File: config.mk
export PLATFORM = sky130hd
export DESIGN_NAME = iomem_loader
export DESIGN_NICKNAME = d
export VERILOG_FILES = /design/src/rtl/iomem_loader_pkg.sv /design/src/rtl/iomem_loader_timer.sv /design/src/rtl/iomem_loader.sv
export SDC_FILE = /design/constraint.sdc
export NUM_CORES = 1
export LEC_CHECK = 0
export CORE_ASPECT_RATIO = 1.5
export CORE_MARGIN = 8
export CORE_UTILIZATION = 40
export CTS_BUF_LIST = sky130_fd_sc_hd__clkbuf_2
export CTS_CLUSTER_SIZE = 25
export DETAILED_ROUTE_END_ITERATION = 8
export GPL_ROUTABILITY_DRIVEN = 0
export HOLD_SLACK_MARGIN = 0.06
export PLACE_DENSITY = 0.8
export SLEW_MARGIN = 15
export SYNTH_ARGS = -nofsm -noshare
export SYNTH_HDL_FRONTEND = slang
export SYNTH_SLANG_ARGS = --single-unit
File: constraint.sdc
create_clock -name ck -period 6.9 [get_ports ck]
set_input_delay 1.38 -clock ck [delete_from_list [all_inputs] [get_ports ck]]
set_output_delay 1.38 -clock ck [all_outputs]
set_load 0.1 [all_outputs]
File: src/rtl/iomem_loader_pkg.sv
// Shared definitions for iomem_loader and the command ROM generator:
// op codes, FSM state encoding, command word layout and a word builder.
package iomem_loader_pkg;

   localparam int CMD_W    = 66;
   localparam int OP_LSB   = 64;
   localparam int ADDR_LSB = 32;
   localparam int DATA_LSB = 0;

   localparam logic [3:0] WSTRB_WRITE = 4'b1111;

   typedef enum logic [1:0] {
      OP_END   = 2'b00,
      OP_WRITE = 2'b01,
      OP_READ  = 2'b10,
      OP_DELAY = 2'b11
   } op_t;

   typedef enum logic [2:0] {
      ST_IDLE,
      ST_FETCH,
      ST_DECODE,
      ST_BUS,
      ST_DELAY,
      ST_DONE,
      ST_ERROR
   } state_t;

   function automatic logic [CMD_W-1:0] make_cmd(op_t op, logic [31:0] addr, logic [31:0] data);
      return {op, addr, data};
   endfunction

endpackage

File: src/rtl/iomem_loader_timer.sv
// Loadable down-counter shared by DELAY waits and the bus timeout.
// last is high while the count sits at 1, i.e. during the final counted cycle.
module iomem_loader_timer #(
   parameter int W = 16
) (
   input  logic         ck,
   input  logic         rst,
   input  logic         load,
   input  logic         en,
   input  logic [W-1:0] value,
   output logic         last
);

   logic [W-1:0] count;

   always_ff @(posedge ck or posedge rst) begin
      // NOTE: state registers use non-blocking assignments so every flop samples pre-edge values.
      if (rst)
         count <= '0;
      else if (load)
         count <= value;
      else if (en && count != '0)
         count <= count - W'(1);
   end

   assign last = (count == W'(1));

endmodule

File: src/rtl/iomem_loader.sv
// iomem_loader: command-ROM driven iomem master executing WRITE/READ/DELAY/END.
// Define IOMEM_LOADER_TIMEOUT_EN to abort a bus transaction left unanswered for TIMEOUT cycles.
module iomem_loader
   import iomem_loader_pkg::*;
#(
   parameter int CMD_AW  = 6,
   parameter int TIMEOUT = 255
) (
   input  logic              ck,
   input  logic              rst,
   input  logic              start,
   output logic [CMD_AW-1:0] cmd_addr,
   input  logic [CMD_W-1:0]  cmd_data,
   output logic              iomem_valid,
   input  logic              iomem_ready,
   output logic [3:0]        iomem_wstrb,
   output logic [31:0]       iomem_addr,
   output logic [31:0]       iomem_wdata,
   input  logic [31:0]       iomem_rdata,
   output logic [31:0]       rd_data,
   output logic              rd_strobe,
   output logic              busy,
   output logic              done,
   output logic              error
);

   // Counter wide enough for a 16-bit DELAY count or the timeout, whichever is larger.
   localparam int TO_W = $clog2(TIMEOUT + 1);
   localparam int TW   = (TO_W > 16) ? TO_W : 16;

   state_t            state, state_next;
   logic [CMD_AW-1:0] pc;
   op_t               dec_op;
   logic [31:0]       dec_addr, dec_data;
   logic              run_start, run_end, set_done, pc_inc;
   logic              bus_issue, bus_finish, rd_capture;
   logic              tmr_load, tmr_en, tmr_last;
   logic [TW-1:0]     tmr_value;
`ifdef IOMEM_LOADER_TIMEOUT_EN
   logic              set_error;
`endif

   assign dec_op   = op_t'(cmd_data[OP_LSB +: 2]);
   assign dec_addr = cmd_data[ADDR_LSB +: 32];
   assign dec_data = cmd_data[DATA_LSB +: 32];
   assign cmd_addr = pc;

   iomem_loader_timer #(.W(TW)) u_timer (
      .ck    (ck),
      .rst   (rst),
      .load  (tmr_load),
      .en    (tmr_en),
      .value (tmr_value),
      .last  (tmr_last)
   );

   always_ff @(posedge ck or posedge rst) begin
      if (rst) state <= ST_IDLE;
      else     state <= state_next;
   end

   always_comb begin
      // NOTE: every signal assigned here gets a default first, so no path can infer a latch.
      state_next = state;
      run_start  = 1'b0;
      run_end    = 1'b0;
      set_done   = 1'b0;
      pc_inc     = 1'b0;
      bus_issue  = 1'b0;
      bus_finish = 1'b0;
      rd_capture = 1'b0;
      tmr_load   = 1'b0;
      tmr_en     = 1'b0;
      tmr_value  = '0;
`ifdef IOMEM_LOADER_TIMEOUT_EN
      set_error  = 1'b0;
`endif
      case (state)
         ST_IDLE, ST_DONE, ST_ERROR: begin
            if (start) begin
               run_start  = 1'b1;
               state_next = ST_FETCH;
            end
         end
         ST_FETCH: state_next = ST_DECODE;
         ST_DECODE: begin
            case (dec_op)
               OP_END: begin
                  set_done   = 1'b1;
                  run_end    = 1'b1;
                  state_next = ST_DONE;
               end
               OP_WRITE, OP_READ: begin
                  bus_issue  = 1'b1;
                  state_next = ST_BUS;
`ifdef IOMEM_LOADER_TIMEOUT_EN
                  tmr_load   = 1'b1;
                  tmr_value  = TW'(TIMEOUT);
`endif
               end
               OP_DELAY: begin
                  pc_inc = 1'b1;
                  if (dec_data[15:0] == 16'd0) begin
                     state_next = ST_FETCH;
                  end else begin
                     tmr_load   = 1'b1;
                     tmr_value  = TW'(dec_data[15:0]);
                     state_next = ST_DELAY;
                  end
               end
               default: state_next = ST_IDLE;
            endcase
         end
         ST_BUS: begin
            // A read is the only transaction issued with all strobes low.
            if (iomem_ready) begin
               bus_finish = 1'b1;
               pc_inc     = 1'b1;
               rd_capture = (iomem_wstrb == '0);
               state_next = ST_FETCH;
            end
`ifdef IOMEM_LOADER_TIMEOUT_EN
            else if (tmr_last) begin
               bus_finish = 1'b1;
               set_error  = 1'b1;
               run_end    = 1'b1;
               state_next = ST_ERROR;
            end
            else begin
               tmr_en = 1'b1;
            end
`endif
         end
         ST_DELAY: begin
            tmr_en = 1'b1;
            if (tmr_last) state_next = ST_FETCH;
         end
         default: state_next = ST_IDLE;
      endcase
   end

   always_ff @(posedge ck or posedge rst) begin
      if (rst) begin
         pc          <= '0;
         iomem_valid <= 1'b0;
         iomem_wstrb <= '0;
         iomem_addr  <= '0;
         iomem_wdata <= '0;
         rd_data     <= '0;
         rd_strobe   <= 1'b0;
         busy        <= 1'b0;
         done        <= 1'b0;
      end else begin
         rd_strobe <= rd_capture;
         if (run_start) begin
            pc   <= '0;
            busy <= 1'b1;
            done <= 1'b0;
         end
         if (pc_inc) pc <= pc + 1'b1;
         if (bus_issue) begin
            iomem_valid <= 1'b1;
            iomem_addr  <= dec_addr;
            iomem_wdata <= dec_data;
            iomem_wstrb <= (dec_op == OP_WRITE) ? WSTRB_WRITE : '0;
         end
         if (bus_finish) begin
            iomem_valid <= 1'b0;
            iomem_wstrb <= '0;
         end
         if (rd_capture) rd_data <= iomem_rdata;
         if (run_end)    busy <= 1'b0;
         if (set_done)   done <= 1'b1;
      end
   end

`ifdef IOMEM_LOADER_TIMEOUT_EN
   always_ff @(posedge ck or posedge rst) begin
      if (rst)            error <= 1'b0;
      else if (run_start) error <= 1'b0;
      else if (set_error) error <= 1'b1;
   end
`else
   assign error = 1'b0;
`endif

endmodule

==> out/qor.yml, run 1 <==
floorplan:
  fp.dieArea_um2: 17600
  fp.dieW_um: 111
  start_util_pct: 40.5
  fp-row-count: 52
  ios: 213
  placeableCoreArea_um2: 13400
  die_h_um: 159
setup_path:
  criticalPathCategory: "reg2out"
  worstSetupPathDepth: 1
  worstPathArrival_ns: 2.34
  rrSetupSlack_ns: 4.41
  reg2reg_depth: 5
  r2r-start: "state[2]"
  cp.buffers_inverters: 1
  startpoint_type: "flip-flop"
  worst_ep_required_time_ns: 5.52
  timing.rr.end: "u_timer.count[3]"
  cp_max_fo: 7
  end_kind: "output pin"
  cp_cell_sequence: "clkdlybuf4s50_1"
  cpMaxStageDelayCell: "clkdlybuf4s50_1"
  cpLargestDelayFamily: "buffers and inverters"
  critPathMaxStageDelay_ns: 1.20
sta:
  min_period_over_period_pct: 53.9
  setup_tns_ns: 0
  grt_setup_unrepaired: "false"
  worstMarginPinSlew_ns: 1.04
  clock.fmax_ghz: 0.269
  maxSlewHeadroom_pct: 30.2
  fin_crit_ns: 3.72
  setup_violations: 0
  finalClockSkew_ns: 0.0263
  hold_violations: 0
  finalMaxSlewViolations: 0
grt:
  overflow: 0
  grt_max_degree: 75
  grt_usage_pct: 18.4
  antenna_found_initial: 1
  grt_pass1_vias: 4729
  grt_pass1_wl_mm: 26.2
yosys:
  synthesis.area_um2: 5430
  synth_flop_cell: "dfrtp_1"
  syn-num-nets: 520
  synth-seq-cells: 126
  synth_edf_count: 0
  synth_top_area_share_pct: 58.1
  yosysWarnings: 0
  yosysTopAreaCell: "dfrtp_1"
  ys_seq_area_share_pct: 58.1
  synth.area.top_cells: "dfrtp_1 (58%), mux2_2 (20%), ha_1 (1.8%), nand3_1 (1.5%), nand2_1 (1.2%)"
  async_reset_ff_share_pct: 100
  syn_inst: 410
  synth_cell_type_count: 51
  syn-mean-instance-area_um2: 13.2
clocking:
  h-tree-depth: 4
  cts_setup_buffers: 0
  clk_latency_ns: 0.62
  cts_made_buffers: 17
  cts_tree: "done"
  cts_hold_buf: 0
  clock_sinks: 126
  clk_pin_slew_ns: 0.18
  root_buffer: "clkbuf_2"
  clock_path_buffers: 2
  cts_resized: 0
routing:
  post_drt_via_cell_ratio: 5.36
  route.detailed.drc: 0
  wire_per_inst_um: 19.9
  vias: 4286
  drt_wl_total_mm: 15.9
  first_iter_violations: 214
  ant_nets: 0
  dr.pass1.iters: 5
place:
  io_buffers: 211
  dp_hpwl_mm: 12.1
min_path:
  holdCritPathClass: "reg2reg"
  hold_depth: 1
  hold_path_startpoint: "cmd_addr[5]"
  holdPathEnd: "cmd_addr[5]"
job:
  drv_cap: 0
final_layout:
  final_nets: 733
  drive_gt1_share_pct: 23.4
  final_cell_mix: "clkdlybuf4s50_1 (211), dfrtp_1 (126), mux2_2 (97)"
  syn_to_final_growth_pct: 46.1
  layout_commonest_cell: "clkdlybuf4s50_1"
status:
  status: "completed"
-- cell families (layout without fill, tap and decap cells) --
logic type	after synthesis	in the layout	share of synthesized area (%)
adder cells (fa/ha/maj)	8	8	1.84
AND/OR/NAND/NOR	81	81	8.46
multiplexers	101	101	20.9
AO/OA/AOI/OAI	57	57	7.58
buffers and inverters	34	260	2.79
other	1	2	0.0691
XOR/XNOR	2	2	0.323
flip-flops	126	126	58.1
-- final cells by class --
type / instances / area, um^2
Antenna cell: 1 / 2.50
Clock buffer: 20 / 100
Clock inverter: 12 / 145
Fill cell: 1093 / 5470
Inverter: 13 / 51.3
Multi-Input combinational cell: 250 / 2140
Sequential cell: 126 / 3150
Tap cell: 162 / 203
Timing Repair Buffer: 215 / 2140
-- how the worst max path moves through the flow --
stage | startpoint | to | slack, ns
after floorplan | rst | busy | 2.16
after global placement | cmd_data[64] | iomem_addr[13] | 3.37
after detailed placement | cmd_data[64] | iomem_addr[17] | 3.30
after CTS | iomem_wstrb[2] | iomem_wstrb[2] | 3.09
after global routing | iomem_wstrb[2] | iomem_wstrb[2] | 3.03
final | iomem_wstrb[2] | iomem_wstrb[0] | 3.18
-- routing by layer --
metal	vias to the layer above	part of all wire, %	track usage [%]
met1	2111	34	18.9
met3	36	7.7	6.11
met5	-	0	0
met2	217	55	32.8
li1	1922	-	-
met4	0	3.2	8.89
-- state kept, by name, summed over array words and instances, names as in the netlist --
register / count
iomem_addr: 32
iomem_wdata: 32
rd_data: 32
u_timer.count: 16
cmd_addr: 6
state: 3
busy: 1
done: 1
iomem_valid: 1
iomem_wstrb: 1
rd_strobe: 1
-- synth_stat cells (all sizes together), types with 4 or more instances --
cell type and count:
dfrtp 126, mux2 98, nand2 17, nand3 16
a21oi 13, inv 13, clkbuf 12, nor2 12
o21ai 11, buf 9, ha 8, nor3 8
o211ai 7, nor4 6, or3 6, a22oi 4
-- stage by stage --
step                area [um^2]  hold slack, ns  util (%)  setup slack [ns]  cells
global placement           7690           0.463      57.3              3.37    766
global route               7930           0.539      59.2              3.03    799
detailed placement         7690           0.479      57.3              3.30    766
CTS                        7930           0.503      59.2              3.09    798
floorplan                  5430           0.479         -              2.16    410
finish                     7930           0.503      59.2              3.18    799
Power of run 1 is left out: the tool's default activity adds up to more than one toggle a clock period on the data nets, which glitch-free logic cannot reach.
==> run 2: changes to the inputs <==
--- a/config.mk
+++ b/config.mk
@@ -13,7 +13,7 @@
 export DETAILED_ROUTE_END_ITERATION = 8
 export GPL_ROUTABILITY_DRIVEN = 0
 export HOLD_SLACK_MARGIN = 0.06
-export PLACE_DENSITY = 0.8
+export PLACE_DENSITY = 0.83
 export SLEW_MARGIN = 15
 export SYNTH_ARGS = -nofsm -noshare
 export SYNTH_HDL_FRONTEND = slang
==> constraint.sdc (replaced) <==
create_clock -name ck -period 3.1 [get_ports ck]
set_input_delay 0.62 -clock ck [delete_from_list [all_inputs] [get_ports ck]]
set_output_delay 0.62 -clock ck [all_outputs]
set_load 0.1 [all_outputs]
==> run 2 against run 1 <==
Via count down 1.1%. Utilization down 1.5 points. Critical path depth up 4. Register-to-register slack worse by 3.8 ns. Sequential share of layout area up 1.1 points. Global-route usage down 0.86 points. Largest cell class unchanged. Setup slack worse by 2.5 ns.
==> out/qor.yml, run 2 (synthesized netlist as in run 1, its figures left out) <==
status:
  status: "completed"
clocking:
  h-tree-depth: 4
  clock_sinks: 126
  clock_path_buffers: 2
  clk_pin_slew_ns: 0.22
  cts_made_buffers: 17
  cts_setup_buffers: 0
  cts_resized: 0
  clk_latency_ns: 0.68
  cts_hold_buf: 0
  root_buffer: "clkbuf_2"
  cts_tree: "done"
min_path:
  holdCritPathClass: "in2async"
sta:
  setup_tns_ns: 0
  finalClockSkew_ns: 0.0339
  grt_setup_unrepaired: "false"
  hold_violations: 0
  min_period_over_period_pct: 78.9
  worstMarginPinSlew_ns: 0.726
  setup_violations: 0
  fin_crit_ns: 2.45
  clock.fmax_ghz: 0.409
  maxSlewHeadroom_pct: 51.5
  finalMaxSlewViolations: 0
floorplan:
  start_util_pct: 40.5
  fp.dieW_um: 111
  placeableCoreArea_um2: 13400
  die_h_um: 159
  ios: 213
  fp.dieArea_um2: 17600
  fp-row-count: 52
routing:
  dr.pass1.iters: 4
  ant_nets: 0
  drt_wl_total_mm: 15.4
  wire_per_inst_um: 19.3
  first_iter_violations: 205
  vias: 4240
  route.detailed.drc: 0
  post_drt_via_cell_ratio: 5.29
grt:
  grt_max_degree: 50
  grt_pass1_wl_mm: 25.0
  grt_usage_pct: 17.6
  grt_pass1_vias: 4761
  overflow: 0
  antenna_found_initial: 1
setup_path:
  critPathMaxStageDelay_ns: 0.57
  reg2reg_depth: 5
  rrSetupSlack_ns: 0.65
  criticalPathCategory: "reg2reg"
  r2r-start: "u_timer.count[3]"
  cpMaxStageDelayCell: "or4_4"
  worst_ep_required_time_ns: 3.66
  cp-startpoint: "u_timer.count[3]"
  startpoint_type: "flip-flop"
  worstPathArrival_ns: 3.00
  timing.rr.end: "u_timer.count[11]"
  cp_max_fo: 7
  cp-endpoint: "u_timer.count[11]"
  cp_cell_sequence: "or4_4, or3_4, a211oi_2, nor4b_2, o21ai_1"
  end_kind: "flip-flop"
place:
  io_buffers: 211
  dp_hpwl_mm: 11.9
  post-place-cells: 768
final_layout:
  stdcell_count: 801
  drive_gt1_share_pct: 41.1
  fillCellCount: 1087
  final_nets: 735
  syn_to_final_growth_pct: 42.3
  final_cell_mix: "dfrtp_1 (126), buf_4 (113), clkdlybuf4s50_1 (101)"
  top_regs: "iomem_addr (32), iomem_wdata (32), rd_data (32)"
  layout_commonest_cell: "dfrtp_1"
job:
  drv_cap: 0
==> run 2: cell types whose count changed in the layout (fill, tap and decap cells not counted), sizes merged <==
cell / change
buf: +112
clkdlybuf4s50: -110
clkinv: -2
clkinvlp: +2
clkbuf: -1
inv: +1
==> run 2: through the flow <==
step / instance area, um^2 / hold slack [ns] / worst slack, ns / util (%)
2_1_floorplan: 5430 / 0.479 / 0.756 / -
3_3_place_gp: 7460 / 0.469 / 0.351 / 55.7
3_5_place_dp: 7460 / 0.482 / 0.300 / 55.7
4_1_cts: 7720 / 0.294 / 0.684 / 57.6
5_1_grt: 7730 / 0.310 / 0.551 / 57.7
6_report: 7730 / 0.369 / 0.654 / 57.7
==> run 2: how the worst min path moves through the flow <==
stage                            startpoint                end  slack (ns)  cells past startpoint
after floorplan           u_timer.count[12]  u_timer.count[12]        0.48                      1
final                                   rst        rd_data[14]        0.37                      2
after global routing                    rst         rd_data[9]        0.31                      2
after global placement          cmd_addr[5]        cmd_addr[5]        0.47                      1
after detailed placement        cmd_addr[5]        cmd_addr[5]        0.48                      1
after CTS                               rst        rd_data[14]        0.29                      2
==> run 2: metal layers <==
layer / up-vias / global-route usage, % / wire [um]
met5: - / 0 / 0
met4: 0 / 7.85 / 410
met3: 32 / 6.56 / 1070
met2: 173 / 31.7 / 8400
met1: 2107 / 17.4 / 5560
li1: 1928 / - / -
==> run 2: area by class of cell <==
type	instances	area, um^2	area share [%]
Sequential cell	126	3150	40.8
Multi-Input combinational cell	250	2140	27.7
Timing Repair Buffer	217	1920	24.8
Tap cell	162	203	2.62
Clock inverter	13	165	2.14
Clock buffer	19	95.1	1.23
Inverter	13	52.6	0.680
Antenna cell	1	2.50	0.0324
==> run 2: worst max-delay path: cells and delay by family, from the launching register on <==
kind	cells	cell delay (ns)
AND/OR/NAND/NOR	3	1.26
AO/OA/AOI/OAI	2	0.60
flip-flops	1	0.48
Power of run 2 is left out for the same reason.
==> run 3: changes to the inputs <==
==> constraint.sdc (replaced) <==
create_clock -name ck -period 2.1 [get_ports ck]
set_input_delay 0.42 -clock ck [delete_from_list [all_inputs] [get_ports ck]]
set_output_delay 0.42 -clock ck [all_outputs]
set_load 0.1 [all_outputs]
==> run 3 against run 2 <==
The run now ends with negative setup slack left. Final cell count increased by 9.2%. Via count grew 7.2%. Global-route usage rose by 1.3 points. Sequential share of layout area shrank 3.5 points. Register-to-register slack got worse by 0.70 ns. Maximum frequency is 14% higher. Highest routed layer unchanged.
==> out/qor.yml, run 3 (synthesized netlist as in run 1, its figures left out) <==
sta:
  worstMarginPinSlew_ns: 0.513
  min_period_over_period_pct: 102
  finalMaxSlewViolations: 0
  clock.fmax_ghz: 0.466
  finalClockSkew_ns: 0.0376
  setup_tns_ns: -0.0708
  worst_slack_ns: -0.0472
  hold_violations: 0
  setup_violations: 2
  maxSlewHeadroom_pct: 65.8
  grt_setup_unrepaired: "true"
  fin_crit_ns: 2.15
  timing.hold.ws_ns: 0.341
clocking:
  root_buffer: "clkbuf_2"
  h-tree-depth: 4
  cts_made_buffers: 17
  clk_latency_ns: 0.67
  clock_path_buffers: 2
  cts_tree: "done"
  clock_sinks: 126
  clk_pin_slew_ns: 0.23
place:
  post-place-cells: 834
  io_buffers: 211
  dp_hpwl_mm: 12.7
  placed_cell_area_um2: 8050
grt:
  grt_max_degree: 75
  grt_pass1_vias: 5166
  overflow: 0
  grt_usage_pct: 18.9
  grt_pass1_wl_mm: 27.1
  antenna_found_initial: 1
setup_path:
  cp-endpoint: "u_timer.count[3]"
  startpoint_type: "flip-flop"
  rrSetupSlack_ns: -0.05
  cp_max_fo: 4
  reg2reg_depth: 6
  cp-startpoint: "u_timer.count[4]"
  critPathMaxStageDelay_ns: 0.57
  timing.rr.end: "u_timer.count[3]"
  cpMaxStageDelayCell: "or4_4"
  criticalPathCategory: "reg2reg"
  r2r-start: "u_timer.count[4]"
  cpLargestDelayFamily: "simple AND/OR/NAND/NOR gates"
  worstSetupPathDepth: 6
  worstPathArrival_ns: 2.71
  cp_cell_sequence: "or4_4, nor4b_4, buf_4, a21oi_2, mux2_4, a221o_1"
  worst_ep_required_time_ns: 2.66
  cp.buffers_inverters: 1
  end_kind: "flip-flop"
final_layout:
  final_cell_mix: "buf_4 (176), dfrtp_1 (126), clkdlybuf4s50_1 (101)"
  final_nets: 809
  layout_commonest_cell: "buf_4"
  syn_to_final_growth_pct: 55.7
  stdcell_count: 875
  top_regs: "iomem_addr (32), iomem_wdata (32), rd_data (32)"
  drive_gt1_share_pct: 49.2
  finalInstanceArea_um2: 8460
routing:
  wire_per_inst_um: 18.7
  route.detailed.drc: 0
  first_iter_violations: 232
  drt_wl_total_mm: 16.4
  vias: 4544
  ant_nets: 0
  post_drt_via_cell_ratio: 5.19
  dr.pass1.iters: 4
status:
  violations: "negative setup slack"
  status: "finished, violations left"
job:
  drv_cap: 0
min_path:
  holdCritPathClass: "in2reg"
floorplan:
  die_h_um: 159
  fp-row-count: 52
  fp.dieArea_um2: 17600
  ios: 213
  placeableCoreArea_um2: 13400
  start_util_pct: 40.5
  fp.dieW_um: 111
run 3: through the flow:
| stage | utilization (%) | setup WS [ns] |
|---|---|---|
| floorplan | - | -0.0443 |
| detailed placement | 60.1 | -0.709 |
| global route | 63.1 | -0.111 |
| CTS | 62.1 | -0.0691 |
| finish | 63.1 | -0.0472 |
| global placement | 60.1 | -0.751 |
run 3: layout make-up:
| class | count | area (um^2) |
|---|---|---|
| fillers | 1057 | 4950 |
| flip-flops and latches | 126 | 3150 |
| repair buffers | 291 | 2580 |
| multi-input cells | 250 | 2240 |
| well taps | 162 | 203 |
| clock inverters | 14 | 134 |
| clock buffers | 18 | 90.1 |
| inverters | 13 | 52.6 |
| diodes | 1 | 2.50 |
run 3: repair_timing:
item / CTS / global route
hold buffers: 1 / 0
endpoints found under the hold margin: 3 / 0
gates resized for setup: 7 / 20
pin swaps: 2 / 5
buffers inserted: 2 / 5
endpoints found under the setup margin: 12 / 17
run 3: worst min path at each step:
stage	startpoint	end	slack, ns	cells past startpoint
2_1_floorplan	u_timer.count[12]	u_timer.count[12]	0.48	1
3_3_place_gp	cmd_addr[5]	cmd_addr[5]	0.47	1
3_5_place_dp	cmd_addr[5]	cmd_addr[5]	0.48	1
4_1_cts	iomem_rdata[14]	rd_data[14]	0.28	2
5_1_grt	iomem_rdata[22]	rd_data[22]	0.25	2
6_report	iomem_rdata[14]	rd_data[14]	0.34	2
run 3: metal layers:
metal  global-route usage [%]  up-vias  part of all wire (%)
met5                        0        -                     0
met3                     5.62       32                   6.2
li1                         -     2081                     -
met1                     18.3     2268                    34
met4                     8.52        0                   2.6
met2                     35.5      163                    57
run 3: worst register-to-register path, stage by stage (launching register included):
cell and delay [ns]:
dfrtp_1 0.42, or4_4 0.57, nor4b_4 0.22, buf_4 0.17, a21oi_2 0.08, mux2_4 0.31, a221o_1 0.29
Power of run 3 is left out for the same reason.
